## src/rtl/mem_arbiter.sv

```systemverilog
// mem_arbiter: shares one single-port memory between the CPU and debug ports, one fixed-latency access at a time.
// Ties go to debug; define MEM_ARB_RR_EN to break ties round-robin instead.
module mem_arbiter #(
  parameter int AW = 32,
  parameter int DW = 32,
  parameter int MEM_LAT = 1
) (
  input  logic          clk,
  input  logic          rst,
  input  logic          cpu_req,
  input  logic          cpu_we,
  input  logic [AW-1:0] cpu_addr,
  input  logic [DW-1:0] cpu_wdata,
  output logic [DW-1:0] cpu_rdata,
  output logic          cpu_ack,
  input  logic          dbg_req,
  input  logic          dbg_we,
  input  logic [AW-1:0] dbg_addr,
  input  logic [DW-1:0] dbg_wdata,
  output logic [DW-1:0] dbg_rdata,
  output logic          dbg_ack,
  output logic          mem_en,
  output logic          mem_we,
  output logic [AW-1:0] mem_addr,
  output logic [DW-1:0] mem_wdata,
  input  logic [DW-1:0] mem_rdata,
  output logic          busy,
  output logic          owner
);
  typedef enum logic [1:0] {IDLE, ISSUE, WAIT, RESP} state_t;
  state_t state_q, state_d;
  logic owner_q, owner_d, we_q, we_d, cpu_ack_q, cpu_ack_d, dbg_ack_q, dbg_ack_d;
  logic [AW-1:0] addr_q, addr_d;
  logic [DW-1:0] wdata_q, wdata_d, cpu_rdata_q, cpu_rdata_d, dbg_rdata_q, dbg_rdata_d;
  logic [3:0] cnt_q, cnt_d;
  logic grant_dbg;
`ifdef MEM_ARB_RR_EN
  logic last_dbg_q, last_dbg_d;
  assign grant_dbg = dbg_req & (~cpu_req | ~last_dbg_q);
  always_comb last_dbg_d = (state_q == IDLE && (cpu_req || dbg_req)) ? grant_dbg : last_dbg_q;
  always_ff @(posedge clk or negedge rst)
    if (!rst) last_dbg_q <= 1'b1;
    else last_dbg_q <= last_dbg_d;
`else
  assign grant_dbg = dbg_req;
`endif
  always_comb begin
    state_d = state_q;
    owner_d = owner_q;
    we_d = we_q;
    addr_d = addr_q;
    wdata_d = wdata_q;
    cnt_d = cnt_q;
    cpu_rdata_d = cpu_rdata_q;
    dbg_rdata_d = dbg_rdata_q;
    case (state_q)
      IDLE: if (cpu_req || dbg_req) begin
        state_d = ISSUE;
        owner_d = grant_dbg;
        we_d = grant_dbg ? dbg_we : cpu_we;
        addr_d = grant_dbg ? dbg_addr : cpu_addr;
        wdata_d = grant_dbg ? dbg_wdata : cpu_wdata;
      end
      ISSUE: begin
        state_d = we_q ? RESP : WAIT;
        cnt_d = we_q ? cnt_q : 4'(MEM_LAT);
      end
      WAIT: begin
        cnt_d = cnt_q - 4'd1;
        if (cnt_q == 4'd1) begin
          state_d = RESP;
          cpu_rdata_d = owner_q ? cpu_rdata_q : mem_rdata;
          dbg_rdata_d = owner_q ? mem_rdata : dbg_rdata_q;
        end
      end
      default: state_d = IDLE;
    endcase
    // RESP is only ever entered from ISSUE or WAIT, so the ack is raised on entry
    cpu_ack_d = (state_d == RESP) && (state_q != RESP) && !owner_q;
    dbg_ack_d = (state_d == RESP) && (state_q != RESP) && owner_q;
  end
  always_ff @(posedge clk or negedge rst)
    if (!rst) begin
      state_q <= IDLE;
      owner_q <= 1'b0;
      we_q <= 1'b0;
      addr_q <= '0;
      wdata_q <= '0;
      cnt_q <= '0;
      cpu_rdata_q <= '0;
      dbg_rdata_q <= '0;
      cpu_ack_q <= 1'b0;
      dbg_ack_q <= 1'b0;
    end else begin
      state_q <= state_d;
      owner_q <= owner_d;
      we_q <= we_d;
      addr_q <= addr_d;
      wdata_q <= wdata_d;
      cnt_q <= cnt_d;
      cpu_rdata_q <= cpu_rdata_d;
      dbg_rdata_q <= dbg_rdata_d;
      cpu_ack_q <= cpu_ack_d;
      dbg_ack_q <= dbg_ack_d;
    end
  assign cpu_rdata = cpu_rdata_q;
  assign dbg_rdata = dbg_rdata_q;
  assign cpu_ack = cpu_ack_q;
  assign dbg_ack = dbg_ack_q;
  assign mem_en = state_q == ISSUE;
  assign mem_we = we_q;
  assign mem_addr = addr_q;
  assign mem_wdata = wdata_q;
  assign busy = state_q != IDLE;
  assign owner = owner_q;
endmodule

```

## config.mk

```make
export PLATFORM = sky130hd
export DESIGN_NAME = mem_arbiter
export DESIGN_NICKNAME = d
export VERILOG_FILES = /design/src/rtl/mem_arbiter.sv
export SDC_FILE = /design/constraint.sdc
export NUM_CORES = 1
export LEC_CHECK = 0
export CAP_MARGIN = 30
export CORE_ASPECT_RATIO = 0.9
export CORE_UTILIZATION = 43
export CTS_CLUSTER_SIZE = 16
export DETAILED_ROUTE_END_ITERATION = 10
export PLACE_DENSITY = 0.85
export SLEW_MARGIN = 20
export SYNTH_ARGS = -nofsm -noshare
export SYNTH_HDL_FRONTEND = slang
export SYNTH_SLANG_ARGS = --single-unit
```

## constraint.sdc

```tcl
create_clock -name clk -period 5.1 [get_ports clk]
set_clock_uncertainty 0.1 [all_clocks]
set_input_delay 1.53 -clock clk [delete_from_list [all_inputs] [get_ports clk]]
set_output_delay 1.53 -clock clk [all_outputs]
set_load 0.02 [all_outputs]
```

== Yosys cells after proc, flatten, opt, wreduce, memory -nomap -nowiden ==
Cells that the tools add are included.

* Bitwise logic cells: 1
* Muxes and demuxes: 9
* Add/subtract/negate cells: 1
* Equality and inequality tests: 6
* Reductions and logical operators: 12

{| class="wikitable"
|+ Operator list
! cell !! number
|-
| $mux 32 || 2
|-
| $pmux 4 s2 || 1
|-
| $pmux 2 s3 || 1
|-
| $reduce_and 3->1 || 2
|-
| $eq 2x2->1 const B || 2
|-
| $eq 4x1->1 const B || 1
|-
| $mux 2 || 2
|-
| $mux 4 || 1
|-
| $ne 2x2->1 const B || 2
|-
| $reduce_and 2->1 || 2
|-
| $reduce_bool 2->1 || 2
|-
| $sub 4x1->4 const B || 1
|-
| $logic_and 1x1->1 || 3
|-
| $eq 2x1->1 const B || 1
|-
| $logic_not 2->1 || 1
|-
| $mux 1 || 2
|-
| $logic_not 1->1 || 1
|-
| $logic_or 1x1->1 || 1
|-
| $not 1->1 || 1
|}

* Register bits: 138

== Depth between registers and ports, before layout ==
Gate-level depths: netlist (run 1).

* Depth after elaboration: 6
* Gate-level depth with buffers: 7
* Gate-level depth less buffers: 5

== Worst setup path before layout (run 1) ==
No wires, ideal clock.

* Path kind: input to register
* Start: input dbg_req
* End: register addr_q[24], in the netlist mem_addr[24]
* Arrival time: 2.424 ns
* Path slack: 2.443 ns
* Stages on the path: 5
* Buffers on the path: 3
* Cell sequence: clkbuf_1 > buf_2 > buf_2 > mux2i_1 > o21ai_0

* Word-level cells in the longest chain between the ends: 2

{| class="wikitable"
|+ RTL lines
! element !! line !! text
|-
| start, declared || 16 || <nowiki>input logic dbg_req,</nowiki>
|-
| $logic_or 1x1->1 || 57 || <nowiki>IDLE: if (cpu_req || dbg_req) begin</nowiki>
|-
| $reduce_and 2->1 (no source line) || - ||
|-
| end signal, assigned || 98 || <nowiki>addr_q <= addr_d;</nowiki>
|-
| end, declared || 33 || <nowiki>logic [AW-1:0] addr_q, addr_d;</nowiki>
|}

Several ways; a longest one is shown, not always the timed one.
A chain may end at the register's enable or synchronous reset.

== Worst setup path in the final report (run 1) ==
* Start: register state_q[0]
* End: output busy

* Word-level cells in the longest chain between the ends: 1

{| class="wikitable"
|+ RTL lines
! element !! line !! text
|-
| start, declared || 31 || <nowiki>state_t state_q, state_d;</nowiki>
|-
| start signal, assigned || 95 || <nowiki>state_q <= state_d;</nowiki>
|-
| $reduce_bool 2->1 || 114 || <nowiki>assign busy = state_q != IDLE;</nowiki>
|-
| end, declared || 27 || <nowiki>output logic busy,</nowiki>
|}

No other way between the ends.

==> results.txt, run 1 <==
----------------------------------------------------
[Run status]
  Result of the run ... finished, final reports clean

[Synthesis]
  FF+latch count, synth ... 138
  Total of warnings raised by yosys ... 0
  Per-instance average area after synthesis ... 12.83 um^2
  Netlist Area Pre-Place ... 5942 um^2
  Gate count of the mapped netlist ... 463
  Synthesized net count ... 635
  Yosys cell types ... 26
  Sequential cell area fraction in the yosys report ... 58.12%

[Clock network]
  Htree depth ... 4
  Buffers from clock root to sink, at most ... 2
  Clock transition at the registers of the reported paths ... 50 ps
  Clock root buffer ... sky130_fd_sc_hd__clkbuf_16
  Clk sinks ... 138
  Later-pin clock latency in the skew report ... 410 ps
  TritonCTS clock tree ... built
  Hold buffer count at CTS ... 0
  CTS buffer count ... 17
  Post-CTS Resized ... 0
  Setup Buffers After CTS ... 0

[Finish]
  Post-route cell area ... 9620 um^2
  Number of diodes ... 0
  Most common library cell in the layout ignoring fill and taps ... sky130_fd_sc_hd__clkdlybuf4s50_1
  Total Nets Final ... 931
  Share of final-layout standard cells stronger than drive strength 1 ... 13.62%
  Layout overhead on the synthesized area ... 61.91%
  Commonest cells after routing, fill and taps aside ... sky130_fd_sc_hd__clkdlybuf4s50_1 (297), sky130_fd_sc_hd__dfrtp_1 (138), sky130_fd_sc_hd__nand2_1 (69), sky130_fd_sc_hd__o21ai_0 (69), sky130_fd_sc_hd__mux2i_1 (65)

[Pwr]
  Leakage power ... 4.315 nW
  Largest vdd supply drop ... 280.3 uV
  Total power divided by cell area ... 633.1 nW/um^2

[STA]
  Setup repair after global routing missed its margin ... no
  Final period utilization ... 68.21%
  Least-Margin Pin Slew ... 862.7 ps
  Worst max-slew margin expressed relative to the limit ... 42.49%
  Final hold violation count ... 0
  Final count of negative-setup-slack endpoints ... 0
  Number of slew-limit violations in the final report ... 0
  Setup TNS Final ... 0 ps
  Minimum period implied by the final worst setup slack ... 3479 ps
  Highest clock frequency the design can meet ... 287.5 MHz

[Floorplanning]
  Row count ... 40
  Die span in y ... 113.5 um
  Count of pins on the block boundary ... 300
  Starting utilization of the core area ... 44.30%
  Area of the die ... 14290 um^2
  Area of the placeable core ... 13410 um^2
  Horizontal extent of the die ... 125.9 um

[GRT]
  GR Overflow Total ... 0
  Total Routing Usage GR ... 23.41%
  Wire length of the first global-routing pass ... 25470 um
  Vias in the first global route ... 4833
  Pin count of the biggest net entering global routing ... 132
  Initial antenna violation count ... 0

[Critical path]
  Crit Path Category ... reg -> out
  Startpoint type of the worst setup path ... register
  Reg-to-reg critical path startpoint ... state_q[0]$_DFF_PN0_
  Maximum fanout along the worst path ... 5
  Category of the worst setup path capture point ... output pin
  Reg2reg setup slack ... 2700 ps
  Path depth of the worst reg2reg path ... 6
  Data arrival, critical path ... 1850 ps
  Capture point of the worst reg-to-reg path ... dbg_rdata[14]$_DFFE_PN0P_
  Required time of the worst setup path ... 3470 ps

[Hold path]
  Start point of the worst hold path ... mem_addr[0]$_DFFE_PN0P_
  Hold-critical path depth ... 2
  Tightest Hold Check Type ... reg -> reg
  Worst Hold Endpoint ... mem_addr[0]$_DFFE_PN0P_

[Placement]
  GPL Wtd Cong ... 0.7983
  Placed Instance Area ... 9072 um^2
  Final HPWL DP ... 12150 um
  IO Port Bufs ... 299

[Route]
  Number of DRC violations after detailed-routing iteration 0 ... 215
  Total Routed Length ... 16170 um
  Pre-antenna DRT Iters ... 4
  Number of remaining DRC errors ... 0
  Average detailed-routed wire length per instance ... 17.22 um
  DR vias/cell ... 4.912
  Number of nets with antenna violations after detailed routing ... 0
  Total via count after detailed routing ... 4612

[Run]
  Maxcap violations ... 0

----------------------------------------------------
synthesized netlist by cell type, drive strengths merged:
| cell | count | area share [%] |
|---|---|---|
| o2bb2ai | 1 | 0.15 |
| ha | 6 | 1.3 |
| a22o | 3 | 0.44 |
| dfrtp | 138 | 58 |
| a21oi | 1 | 0.084 |
| and4 | 1 | 0.15 |
| o21ai | 70 | 5.9 |
| mux2 | 65 | 14 |
| a21bo | 1 | 0.17 |
| nor2 | 2 | 0.13 |
| inv | 6 | 0.38 |
| mux2i | 65 | 11 |
| nor3 | 1 | 0.084 |
| clkbuf | 7 | 0.44 |
| buf | 22 | 2.4 |
| o31ai | 1 | 0.13 |
| nand4bb | 1 | 0.19 |
| or2 | 1 | 0.11 |
| nand2 | 69 | 4.4 |
| a2111o | 1 | 0.19 |
| nor4b | 1 | 0.15 |
report_power, final:
group / internal, W / switching [W]
registers: 0.00165 / 0.000327
clock network: 0.000704 / 0.000431
logic: 0.00152 / 0.00146
total: 0.00387 / 0.00222
cell type report:
cell class | instances | area (um^2)
Timing Repair Buffer | 306 | 3077
Clock buffer | 24 | 481.7
Tap cell | 168 | 210.2
Inverter | 6 | 22.52
Fill cell | 901 | 3792
Multi-Input combinational cell | 290 | 2310
Sequential cell | 138 | 3453
Clock inverter | 7 | 66.31
flip-flops by register name (all words and copies together) (netlist names):
register	flops
dbg_rdata	32
owner	1
state_q	2
mem_addr	32
cpu_rdata	32
cpu_ack	1
cnt_q	4
mem_wdata	32
mem_we	1
dbg_ack	1
how the worst max path moves through the flow:
stage | start | endpoint | cells past startpoint
after CTS | state_q[0]$_DFF_PN0_ | busy | 4
final | state_q[0]$_DFF_PN0_ | busy | 4
after global routing | state_q[0]$_DFF_PN0_ | busy | 4
after global placement | cpu_req | cpu_ack$_DFF_PN0_ | 5
after detailed placement | cpu_req | cpu_ack$_DFF_PN0_ | 5
after floorplan | dbg_req | mem_addr[24]$_DFFE_PN0P_ | 5
stage by stage:
stage / hold slack [ps] / total power, W / cells / util (%) / setup slack, ps
6_report: 377.0 / 0.006090 / 939 / 71.73 / 1621
3_5_place_dp: 369.3 / 0.004974 / 908 / 67.64 / 1893
4_1_cts: 381.2 / 0.006141 / 939 / 71.73 / 1602
5_1_grt: 397.4 / 0.006417 / 939 / 71.73 / 1522
2_1_floorplan: 402.3 / 0.003473 / 463 / - / 2443
3_3_place_gp: 362.1 / 0.004858 / 907 / 67.43 / 1930
critical path: stages (launching register included):
cell	delay, ps
sky130_fd_sc_hd__dfrtp_1	390
sky130_fd_sc_hd__inv_1	90
sky130_fd_sc_hd__ha_1	280
sky130_fd_sc_hd__inv_1	80
sky130_fd_sc_hd__clkdlybuf4s50_1	600
routing by layer:
layer,part of all wire [%],track usage (%)
met3,7.8,8.396
met2,52,42.28
met1,38,24.85
met5,0,0
met4,2.5,9.639
logic make-up (layout without fill, tap and decap cells):
family                   after synthesis  in the layout  share of synthesized area (%)
AO/OA/AOI/OAI                         78             78                          7.054
adder cells (fa/ha/maj)                6              6                          1.263
buffers and inverters                 35            343                          3.243
flip-flops                           138            138                          58.12
multiplexers                         130            130                          25.16
AND/OR/NAND/NOR                       76             76                          5.159
(Power assumes the default switching activity.)
==> run 2, diff against run 1 <==
--- a/config.mk
+++ b/config.mk
@@ -7,10 +7,10 @@
 export LEC_CHECK = 0
 export CAP_MARGIN = 30
 export CORE_ASPECT_RATIO = 0.9
-export CORE_UTILIZATION = 43
+export CORE_UTILIZATION = 40
 export CTS_CLUSTER_SIZE = 16
 export DETAILED_ROUTE_END_ITERATION = 10
-export PLACE_DENSITY = 0.85
+export PLACE_DENSITY = 0.8
 export SLEW_MARGIN = 20
 export SYNTH_ARGS = -nofsm -noshare
 export SYNTH_HDL_FRONTEND = slang
==> constraint.sdc (replaced) <==
create_clock -name clk -period 3.63 [get_ports clk]
set_clock_uncertainty 0.1 [all_clocks]
set_input_delay 1.089 -clock clk [delete_from_list [all_inputs] [get_ports clk]]
set_output_delay 1.089 -clock clk [all_outputs]
set_load 0.02 [all_outputs]
==> results.txt, run 2 (synthesis gave the netlist of run 1 again) <==
----------------------------------------------------
[Critical path]
  Data arrival, critical path ... 1860 ps (was 1850 ps)
  List of cells traversed by the critical path ... inv_1, ha_1, inv_1, clkdlybuf4s50_1 (unchanged)
  Max stage delay on crit path ... 600 ps (about the same)
  Crit path max-delay cell type ... sky130_fd_sc_hd__clkdlybuf4s50_1 (unchanged)
  Crit Path Category ... reg -> out (unchanged)
  Required time of the worst setup path ... 2440 ps (was 3470 ps)
  Category of the worst setup path capture point ... output pin (unchanged)
  Cell type with the highest occurrence count on the critical path ... sky130_fd_sc_hd__inv_1 (unchanged)
  Maximum fanout along the worst path ... 5 (unchanged)
  Path length in cells of the critical path ... 4 (unchanged)
  Startpoint type of the worst setup path ... register (unchanged)
  Path depth of the worst reg2reg path ... 6 (unchanged)
  Count of buffering cells on the critical path with inverters included ... 3 (unchanged)
  Top cell family by delay on the critical path ... buffers and inverters (unchanged)

[Route]
  Pre-antenna DRT Iters ... 4 (unchanged)
  Routed wl met2 ... 8569 um (was 8388 um)
  Post-route met1 wirelength ... 6106 um (was 6114 um)
  Uppermost routed layer ... met4 (unchanged)
  Total Routed Length ... 16580 um (was 16170 um)
  Number of remaining DRC errors ... 0 (unchanged)
  Number of DRC violations after detailed-routing iteration 0 ... 236 (was 215)
  Total via count after detailed routing ... 4645 (was 4612)
  Average detailed-routed wire length per instance ... 17.15 um (was 17.22 um)
  Number of nets with antenna violations after detailed routing ... 0 (unchanged)
  Total met3 wirelength after detailed routing ... 1608 um (was 1265 um)
  DR vias/cell ... 4.804 (was 4.912)

[Finish]
  Layout overhead on the synthesized area ... 63.40% (was 61.91%)
  Commonest cells after routing, fill and taps aside ... sky130_fd_sc_hd__clkdlybuf4s50_1 (297), sky130_fd_sc_hd__dfrtp_1 (138), sky130_fd_sc_hd__nand2_1 (69), sky130_fd_sc_hd__o21ai_0 (69), sky130_fd_sc_hd__mux2i_1 (65) (unchanged)
  Total Nets Final ... 933 (was 931)
  Most common library cell in the layout ignoring fill and taps ... sky130_fd_sc_hd__clkdlybuf4s50_1 (unchanged)
  Number of filler instances in the final layout ... 1032 (was 901)
  Core occupancy in the finished layout ... 68.08% (was 71.73%)
  Share of final-layout standard cells stronger than drive strength 1 ... 14.36% (was 13.62%)

[Clock network]
  CTS buffer count ... 17 (unchanged)
  Clock transition at the registers of the reported paths ... 60 ps (was 50 ps)
  Later-pin clock latency in the skew report ... 420 ps (was 410 ps)
  Setup Buffers After CTS ... 0 (unchanged)
  Clk sinks ... 138 (unchanged)
  Post-CTS Resized ... 0 (unchanged)
  Buffers from clock root to sink, at most ... 2 (unchanged)
  TritonCTS clock tree ... built (unchanged)
  Clock root buffer ... sky130_fd_sc_hd__clkbuf_16 (unchanged)
  Htree depth ... 4 (unchanged)
  Hold buffer count at CTS ... 0 (unchanged)

[GRT]
  Wire length of the first global-routing pass ... 25500 um (was 25470 um)
  Vias in the first global route ... 4929 (was 4833)
  Initial antenna violation count ... 0 (unchanged)
  GR Overflow Total ... 0 (unchanged)
  Pin count of the biggest net entering global routing ... 68 (was 132)
  Total Routing Usage GR ... 22.19% (was 23.41%)

[Floorplanning]
  Starting utilization of the core area ... 41.67% (was 44.30%)
  Die span in y ... 117.6 um (was 113.5 um)
  Horizontal extent of the die ... 130.5 um (was 125.9 um)
  Row count ... 41 (was 40)
  Count of pins on the block boundary ... 300 (unchanged)
  Area of the placeable core ... 14260 um^2 (was 13410 um^2)
  Area of the die ... 15350 um^2 (was 14290 um^2)

[Pwr]
  Largest vdd supply drop ... 405.1 uV (was 280.3 uV)
  Total power divided by cell area ... 893.4 nW/um^2 (was 633.1 nW/um^2)
  Leakage power ... 4.329 nW (was 4.315 nW)

[Hold path]
  Hold-critical path depth ... 2 (unchanged)
  Tightest Hold Check Type ... reg -> reg (unchanged)

[Run]
  Maxcap violations ... 0 (unchanged)

[Run status]
  Result of the run ... finished, final reports clean (unchanged)

[STA]
  Final hold violation count ... 0 (unchanged)
  Final count of negative-setup-slack endpoints ... 0 (unchanged)
  Worst max-slew margin expressed relative to the limit ... 53.35% (was 42.49%)
  Highest clock frequency the design can meet ... 327.8 MHz
  Final period utilization ... 84.05%
  Number of slew-limit violations in the final report ... 0 (unchanged)
  Setup TNS Final ... 0 ps (unchanged)
  Setup repair after global routing missed its margin ... no (unchanged)
  Minimum period implied by the final worst setup slack ... 3051 ps
  Least-Margin Pin Slew ... 699.7 ps (was 862.7 ps)

[Placement]
  GPL Wtd Cong ... 0.7471 (was 0.7983)
  IO Port Bufs ... 299 (unchanged)
  Final HPWL DP ... 12630 um (was 12150 um)

----------------------------------------------------
-- run 2: changes by cell type in the layout (fill, tap and decap cells not counted), sizes merged --
cell | before | now
clkbuf | 24 | 18
clkinvlp | 1 | 4
buf | 9 | 11
inv | 7 | 9
bufinv | 1 | 2
diode | 0 | 1
-- run 2: metrics by stage --
| stage | cell area, um^2 | power, W | hold WS, ps | cells | worst slack, ps |
|---|---|---|---|---|---|
| 2_1_floorplan | 5942 | 0.004879 | 402.3 | 463 | 1414 |
| 3_3_place_gp | 9124 | 0.006849 | 361.8 | 935 | 941.6 |
| 3_5_place_dp | 9124 | 0.007022 | 369.4 | 935 | 854.9 |
| 4_1_cts | 9707 | 0.008760 | 381.8 | 966 | 545.0 |
| 5_1_grt | 9707 | 0.009146 | 402.9 | 966 | 476.7 |
| 6_report | 9709 | 0.008675 | 379.3 | 967 | 579.0 |
-- run 2: final cells by class --
class                           instances  area [um^2]  share of cell area, %
Antenna cell                            1        2.502                0.02577
Clock buffer                           18        439.2                  4.523
Clock inverter                         13        143.9                  1.482
Inverter                                6        22.52                 0.2320
Multi-Input combinational cell        290         2310                  23.79
Sequential cell                       138         3453                  35.57
Tap cell                              193        241.5                  2.487
Timing Repair Buffer                  308         3097                  31.89
-- run 2: routing by layer --
| metal | vias to the layer above | global-route usage, % |
|---|---|---|
| li1 | 2218 | - |
| met5 | - | 0 |
| met2 | 200 | 40.06 |
| met3 | 25 | 9.364 |
| met4 | 0 | 7.615 |
| met1 | 2202 | 22.54 |
-- run 2: path summary, 6_finish.rpt --
kind	start	slack (ps)	to
worst max-delay path	state_q[0]$_DFF_PN0_	580	busy
worst min-delay path	mem_wdata[18]$_DFFE_PN0P_	380	mem_wdata[18]$_DFFE_PN0P_
worst max register to register	state_q[0]$_DFF_PN0_	1280	dbg_rdata[6]$_DFFE_PN0P_
worst min register to register	mem_wdata[18]$_DFFE_PN0P_	380	mem_wdata[18]$_DFFE_PN0P_
max in group asynchronous	rst	2120	mem_wdata[7]$_DFFE_PN0P_
min in group asynchronous	rst	490	mem_addr[11]$_DFFE_PN0P_
-- run 2: worst register-to-register path: cells and delay by family (launching register included) --
family / cells / cell delay (ps)
and+or+nand+nor: 2 / 750
DFF: 1 / 420
buffers and inverters: 2 / 400
muxes: 1 / 320
adders and majority gates: 1 / 260
-- run 2: report_power, final --
group | switching (W) | internal [W]
clock | 0.000664 | 0.00103
sequential | 0.000466 | 0.00232
combinational | 0.00205 | 0.00215
total | 0.00318 | 0.00549
